$ cat src/rtl/rsa_stream_loader_if.sv
// Bundle of the byte-stream, key-control and core-side signals around the
// RSA stream loader.
//   rx_*        : 8-bit valid/ready stream from the receive path into the loader
//   tx_*        : 8-bit valid/ready stream from the loader to the transmit path
//   key_reload  : request to load a new modulus and exponent
//   core_*      : operands, start pulse, result and done pulse of the exp core
//   busy        : loader is starting, waiting on, or draining a core run
// Modport slave is the loader itself; modport master is its surroundings.
interface rsa_stream_loader_if #(
  parameter int W = 256
);
  logic [7:0]   rx_data;
  logic         rx_valid;
  logic         rx_ready;
  logic [7:0]   tx_data;
  logic         tx_valid;
  logic         tx_ready;
  logic         key_reload;
  logic         core_start;
  logic [W-1:0] core_a;
  logic [W-1:0] core_e;
  logic [W-1:0] core_n;
  logic [W-1:0] core_result;
  logic         core_finished;
  logic         busy;

  modport slave (
    input  rx_data, rx_valid, tx_ready, key_reload, core_result, core_finished,
    output rx_ready, tx_data, tx_valid, core_start, core_a, core_e, core_n, busy
  );

  modport master (
    output rx_data, rx_valid, tx_ready, key_reload, core_result, core_finished,
    input  rx_ready, tx_data, tx_valid, core_start, core_a, core_e, core_n, busy
  );
endinterface

$ cat src/rtl/rsa_stream_loader.sv
// Byte-stream front end for the RSA exponentiation core (a^e mod n).
// Receives modulus N, exponent E and then repeated base blocks A, MSB byte
// first, on an 8-bit valid/ready input. For each A block it pulses the core
// start, waits for the core to finish, and streams the low OUT_BYTES bytes of
// the result out MSB first. N and E are kept across blocks until a reload.
// Ports:
//   clk   : clock
//   rst_n : asynchronous active-low reset
//   bus   : slave side of rsa_stream_loader_if (streams, key reload, core I/O)
module rsa_stream_loader #(
  parameter int W         = 256,
  parameter int IN_BYTES  = W / 8,
  parameter int OUT_BYTES = 31
) (
  input  logic               clk,
  input  logic               rst_n,
  rsa_stream_loader_if.slave bus
);

  typedef enum logic [2:0] {
    S_GET_N,
    S_GET_E,
    S_GET_A,
    S_START,
    S_WAIT,
    S_SEND
  } state_t;

  localparam logic [5:0] IN_LAST  = 6'(IN_BYTES - 1);
  localparam logic [5:0] OUT_LAST = 6'(OUT_BYTES - 1);
  localparam int         OUT_MSB  = OUT_BYTES * 8 - 1;

  state_t       state;
  logic [5:0]   cnt_reg;
  logic [W-1:0] n_reg;
  logic [W-1:0] e_reg;
  logic [W-1:0] a_reg;
  logic [W-1:0] result_reg;
  // {rx_ready, tx_valid, core_start, busy}, loaded together with the state so
  // every handshake output comes straight from a flop.
  logic [3:0]   flags_reg;

  logic rx_fire;
  logic tx_fire;

  function automatic logic [3:0] flags_for(input state_t s);
    case (s)
      S_GET_N, S_GET_E, S_GET_A: flags_for = 4'b1000;
      S_START:                   flags_for = 4'b0011;
      S_WAIT:                    flags_for = 4'b0001;
      S_SEND:                    flags_for = 4'b0101;
      default:                   flags_for = 4'b1000;
    endcase
  endfunction

  assign rx_fire = bus.rx_valid && flags_reg[3];
  assign tx_fire = flags_reg[2] && bus.tx_ready;

  always_ff @(posedge clk or negedge rst_n) begin
    if (!rst_n) begin
      state      <= S_GET_N;
      flags_reg  <= 4'b1000;
      cnt_reg    <= '0;
      n_reg      <= '0;
      e_reg      <= '0;
      a_reg      <= '0;
      result_reg <= '0;
    end else begin
      case (state)
        S_GET_N: begin
          if (rx_fire) begin
            n_reg <= {n_reg[W-9:0], bus.rx_data};
            if (cnt_reg == IN_LAST) begin
              cnt_reg   <= '0;
              state     <= S_GET_E;
              flags_reg <= flags_for(S_GET_E);
            end else begin
              cnt_reg <= cnt_reg + 6'd1;
            end
          end
        end

        S_GET_E: begin
          if (rx_fire) begin
            e_reg <= {e_reg[W-9:0], bus.rx_data};
            if (cnt_reg == IN_LAST) begin
              cnt_reg   <= '0;
              state     <= S_GET_A;
              flags_reg <= flags_for(S_GET_A);
            end else begin
              cnt_reg <= cnt_reg + 6'd1;
            end
          end
        end

        S_GET_A: begin
          if (rx_fire) begin
            // An accepted byte always takes priority over a reload request.
            a_reg <= {a_reg[W-9:0], bus.rx_data};
            if (cnt_reg == IN_LAST) begin
              cnt_reg   <= '0;
              state     <= S_START;
              flags_reg <= flags_for(S_START);
            end else begin
              cnt_reg <= cnt_reg + 6'd1;
            end
          end else if (bus.key_reload && (cnt_reg == '0)) begin
            // Reload only between blocks, never in the middle of an A block.
            n_reg     <= '0;
            e_reg     <= '0;
            state     <= S_GET_N;
            flags_reg <= flags_for(S_GET_N);
          end
        end

        S_START: begin
          state     <= S_WAIT;
          flags_reg <= flags_for(S_WAIT);
        end

        S_WAIT: begin
          // The done pulse is only meaningful here; a pulse from a run that
          // was aborted by reset lands in another state and is dropped.
          if (bus.core_finished) begin
            result_reg <= bus.core_result;
            cnt_reg    <= '0;
            state      <= S_SEND;
            flags_reg  <= flags_for(S_SEND);
          end
        end

        S_SEND: begin
          if (tx_fire) begin
            result_reg <= result_reg << 8;
            if (cnt_reg == OUT_LAST) begin
              cnt_reg   <= '0;
              state     <= S_GET_A;
              flags_reg <= flags_for(S_GET_A);
            end else begin
              cnt_reg <= cnt_reg + 6'd1;
            end
          end
        end

        default: begin
          cnt_reg   <= '0;
          state     <= S_GET_N;
          flags_reg <= flags_for(S_GET_N);
        end
      endcase
    end
  end

  assign bus.rx_ready   = flags_reg[3];
  assign bus.tx_valid   = flags_reg[2];
  assign bus.core_start = flags_reg[1];
  assign bus.busy       = flags_reg[0];
  // The byte on the wire only moves when the shift register moves, so it is
  // stable for as long as the receiver stalls.
  assign bus.tx_data    = result_reg[OUT_MSB -: 8];
  assign bus.core_a     = a_reg;
  assign bus.core_e     = e_reg;
  assign bus.core_n     = n_reg;

endmodule
$ cat src/flat_wrapper.sv
// flat-port wrapper written by rule: the top's interface ports become plain ports
module rsa_stream_loader_flat 
#(
  parameter int W         = 256,
  parameter int IN_BYTES  = W / 8,
  parameter int OUT_BYTES = 31
)
  (clk, rst_n, bus_rx_data, bus_rx_valid, bus_tx_ready, bus_key_reload, bus_core_result, bus_core_finished, bus_rx_ready, bus_tx_data, bus_tx_valid, bus_core_start, bus_core_a, bus_core_e, bus_core_n, bus_busy);
  rsa_stream_loader_if #(.W(W)) bus_i ();
  input  logic clk;
  input  logic rst_n;
  input wire logic [$bits(bus_i.rx_data)-1:0] bus_rx_data;
  input wire logic [$bits(bus_i.rx_valid)-1:0] bus_rx_valid;
  input wire logic [$bits(bus_i.tx_ready)-1:0] bus_tx_ready;
  input wire logic [$bits(bus_i.key_reload)-1:0] bus_key_reload;
  input wire logic [$bits(bus_i.core_result)-1:0] bus_core_result;
  input wire logic [$bits(bus_i.core_finished)-1:0] bus_core_finished;
  output wire logic [$bits(bus_i.rx_ready)-1:0] bus_rx_ready;
  output wire logic [$bits(bus_i.tx_data)-1:0] bus_tx_data;
  output wire logic [$bits(bus_i.tx_valid)-1:0] bus_tx_valid;
  output wire logic [$bits(bus_i.core_start)-1:0] bus_core_start;
  output wire logic [$bits(bus_i.core_a)-1:0] bus_core_a;
  output wire logic [$bits(bus_i.core_e)-1:0] bus_core_e;
  output wire logic [$bits(bus_i.core_n)-1:0] bus_core_n;
  output wire logic [$bits(bus_i.busy)-1:0] bus_busy;
  assign bus_i.rx_data = bus_rx_data;
  assign bus_i.rx_valid = bus_rx_valid;
  assign bus_i.tx_ready = bus_tx_ready;
  assign bus_i.key_reload = bus_key_reload;
  assign bus_i.core_result = bus_core_result;
  assign bus_i.core_finished = bus_core_finished;
  assign bus_rx_ready = bus_i.rx_ready;
  assign bus_tx_data = bus_i.tx_data;
  assign bus_tx_valid = bus_i.tx_valid;
  assign bus_core_start = bus_i.core_start;
  assign bus_core_a = bus_i.core_a;
  assign bus_core_e = bus_i.core_e;
  assign bus_core_n = bus_i.core_n;
  assign bus_busy = bus_i.busy;
  rsa_stream_loader #(.W(W), .IN_BYTES(IN_BYTES), .OUT_BYTES(OUT_BYTES)) u_core (.clk(clk), .rst_n(rst_n), .bus(bus_i));
endmodule
$ cat config.mk
export PLATFORM = sky130hd
export DESIGN_NAME = rsa_stream_loader_flat
export DESIGN_NICKNAME = d
export VERILOG_FILES = /design/src/rtl/rsa_stream_loader_if.sv /design/src/rtl/rsa_stream_loader.sv /design/src/flat_wrapper.sv
export SDC_FILE = /design/constraint.sdc
export NUM_CORES = 2
export LEC_CHECK = 0
export CELL_PAD_IN_SITES_DETAIL_PLACEMENT = 1
export CELL_PAD_IN_SITES_GLOBAL_PLACEMENT = 1
export CORE_AREA = 5 5 407 409
export CTS_BUF_LIST = sky130_fd_sc_hd__clkbuf_2
export DETAILED_ROUTE_END_ITERATION = 10
export DIE_AREA = 0 0 412 414
export HOLD_SLACK_MARGIN = 0.03
export PLACE_DENSITY = 0.65
export SLEW_MARGIN = 20
export SYNTH_ARGS = -nofsm -noshare
export SYNTH_HDL_FRONTEND = slang
export SYNTH_SLANG_ARGS = --single-unit
$ cat constraint.sdc
create_clock -name clk -period 2 [get_ports clk]
set_input_delay 0.2 -clock clk [delete_from_list [all_inputs] [get_ports clk]]
set_output_delay 0.2 -clock clk [all_outputs]
set_load 0.1 [all_outputs]
==> flow_metrics.env <==
export IMPL_die_width_um=412
export IMPL_grt_pass1_vias=47473
export IMPL_synthCells=2883
export IMPL_clk_latency_ns=2.02
export IMPL_min_period_ns=3.08
export IMPL_worstSetupEndpointType="flip-flop"
export IMPL_portBuffers=1041
export IMPL_gp_congestion=0.834
export IMPL_drt_vias_per_instance=5.41
export IMPL_wl_um=304000
export IMPL_violations="max-capacitance violations, max-slew violations, negative setup slack"
export IMPL_synth_flop_cell="dfrtp_1"
export IMPL_p_per_area_mw_per_mm2=1200
export IMPL_clkSlewWorstSetupHoldPaths_ns=0.14
export IMPL_clk_path_buf_depth=4
export IMPL_worstSetupPathType="reg2reg"
export IMPL_synth_edf_count=0
export IMPL_p_leak_nw=39.3
export IMPL_stdcell_count=8318
export IMPL_grt_max_degree=112
export IMPL_vias=45011
export IMPL_detail_route_wl_per_cell_um=36.6
export IMPL_synth_seq_cells=1029
export IMPL_cp_start_kind="flip-flop"
export IMPL_dp_cells=6039
export IMPL_fillers=16009
export IMPL_pre_cts_slack_ns=-0.214
export IMPL_worst_hold_slack_ns=0.174
export IMPL_antenna_left=0
export IMPL_rsz0062_at_grt="yes"
export IMPL_tightest_slew_ns=1.89
export IMPL_finalCritPeriodShare=1.54
export IMPL_cts_sinks=1029
export IMPL_first_iter_violations=4454
export IMPL_skew_ns=0.275
export IMPL_status="complete, but fails checks"
export IMPL_syn_cell_area_sq_mm=0.0394
export IMPL_io_pins=1050
export IMPL_cpMostUsedCell="buf_12"
export IMPL_final_cell_mix="1021 x buf_4, 857 x buf_12, 739 x dlygate4sd3_1"
export IMPL_worstPathArrival_ns=4.74
export IMPL_track_usage=0.303
export IMPL_cts_buffers=299
export IMPL_final_nets=6181
export IMPL_drcViolationCount=0
export IMPL_synth_area_per_cell_sq_um=13.7
export IMPL_hpwl_um=117000
export IMPL_ys_warn_count=0
export IMPL_slew_viol_final=8
export IMPL_setup_viol=1347
export IMPL_layout_setup_ws_ns=-1.08
export IMPL_root_buffer="clkbuf_2"
export IMPL_cpPeakStageDelay_ns=1.44
export IMPL_synth_async_sr_flop_share=1.00
export IMPL_rows=148
export IMPL_dieArea_sq_mm=0.171
export IMPL_start_util=0.244
export IMPL_synth_fp_nets=3156
export IMPL_fin_total_pwr_mw=97.7
export IMPL_peakVddDrop_uv=1520
export IMPL_drive_gt1_frac=0.503
export IMPL_slowest_stage="o21ai_0"
export IMPL_ys_types=44
export IMPL_cp_required_ns=3.65
export IMPL_h_tree_depth=5
export IMPL_core_area_sq_mm=0.162
export IMPL_synth_seq_area_share=0.653
export IMPL_slew_limit_headroom=-0.273
export IMPL_max_cap_viol_count=4
export IMPL_multiInputGateArea_sq_mm=0.0132
export IMPL_finalHoldViolations=0
export IMPL_cts_tree="yes"
export IMPL_die_h_um=414
export IMPL_seq_area_sq_mm=0.0262
export IMPL_syn_to_final_growth_pct=106
export IMPL_crit_path_cell_trace="buf_4 -> nor2b_2 -> a31oi_1 -> or2_4 -> buf_12 -> buf_12 -> o21ai_0"
export IMPL_cp_max_fo=26
export IMPL_drt_first_pass_iters=6
export IMPL_grt_ovfl_total=0
export IMPL_hold_path_class="in2reg"
export IMPL_fmax_ghz=0.324
export IMPL_grt_pass1_wl_um=373000
export IMPL_antenna_found_initial=85
export IMPL_final_common_cell="buf_4"
[kinds of logic (layout without fill, tap and decap cells)]
kind of cell    after synthesis  count (layout)  share of synthesized area
buf+inv                     240            3423                     0.0285
flops                      1029            1029                      0.653
simple gates                330             330                     0.0337
mux                         503             503                      0.136
compound gates              778             781                      0.147
fa+ha+maj                     3               3                   0.000953
other cells                   0              74                          0
[report_power, final]
group | internal [mW] | leakage, nW | switching (mW) | total [mW]
Clock | 5.49 | 1.84 | 12.4 | 17.9
Combinational | 18.4 | 24.2 | 30.4 | 48.8
Sequential | 25.1 | 13.3 | 5.85 | 31.0
[synthesized netlist by cell type (2+ instances only)]
master,number,area share
nor2_1,9,0.00086
nand2_1,285,0.027
inv_1,5,0.00048
a22o_1,498,0.11
dfrtp_1,1028,0.65
ha_1,3,0.00095
mux2i_1,242,0.061
a21oi_1,3,0.00038
and3_1,3,0.00048
mux2_2,216,0.062
nor2b_1,4,0.00063
clkbuf_1,63,0.0060
nand2b_1,2,0.00032
a21o_1,2,0.00038
or3_1,2,0.00032
mux2_1,45,0.013
nor3_1,4,0.00051
buf_1,8,0.00076
buf_4,8,0.0015
nand4_1,2,0.00032
buf_2,155,0.020
o21ai_0,264,0.034
nand3_1,10,0.0013
or2_2,2,0.00032
[metrics by stage]
step	utilization	setup TNS, ns	instance area [sq um]
after floorplan	-	-48.07	39500
after CTS	0.478	-837.56	77300
after global routing	0.502	-865.39	81100
after detailed placement	0.320	-109.56	51800
final	0.502	-632.67	81200
after global placement	0.320	-112.73	51800
[final cells by class]
class                      count  share of cell area
antenna                       74             0.00228
tap                         2175              0.0335
clock buffer                 419              0.0258
sequential                  1029               0.323
clock inverter                43             0.00219
multi-input combinational   1617               0.163
timing repair buffer        2955               0.450
inverter                       6            0.000277
[timing repair]
| action | 4_1_cts | 5_1_grt |
|---|---|---|
| resized for setup | 2640 | 298 |
| endpoints found under the hold margin | 2058 | 1 |
| gates cloned | 20 | 29 |
| pin swaps | 3 | 63 |
| endpoints found under the setup margin | 1567 | 1679 |
| hold buffers | 739 | 1 |
| buffers inserted | 662 | 295 |
[critical path: cells and delay by family (launching register included)]
family,cells,cell delay (ns)
DFF,1,0.43
AOI/OAI and AO/OA,2,1.51
buffers and inverters,3,0.55
and+or+nand+nor,2,0.45
[per-layer routing]
metal,up-vias,wire length [um],track usage
met5,-,401,0.00735
met4,48,32300,0.235
met3,1703,33500,0.133
met2,3745,140000,0.494
met1,22848,98000,0.303
li1,16667,-,-
[worst paths after layout]
| path | slack, ns | depth (start not counted) | to | from |
|---|---|---|---|---|
| max | -1.08 | 7 | u_core.result_reg[119]$_DFFE_PN0P_ | u_core.state[0]$_DFFE_PN0P_ |
| min | 0.17 | 5 | u_core.result_reg[163]$_DFFE_PN0P_ | bus_core_result[163] |
| max reg2reg | -1.08 | 7 | u_core.result_reg[119]$_DFFE_PN0P_ | u_core.state[0]$_DFFE_PN0P_ |
| min in group asynchronous | 0.66 | 6 | u_core.bus.core_n[120]$_DFFE_PN0P_ | rst_n |
| min reg2reg | 0.46 | 1 | u_core.bus.core_a[220]$_DFFE_PN0P_ | u_core.bus.core_a[212]$_DFFE_PN0P_ |
| max in group asynchronous | 0.07 | 7 | u_core.bus.core_a[53]$_DFFE_PN0P_ | rst_n |
Note: power is estimated with default switching activity, not from simulation.
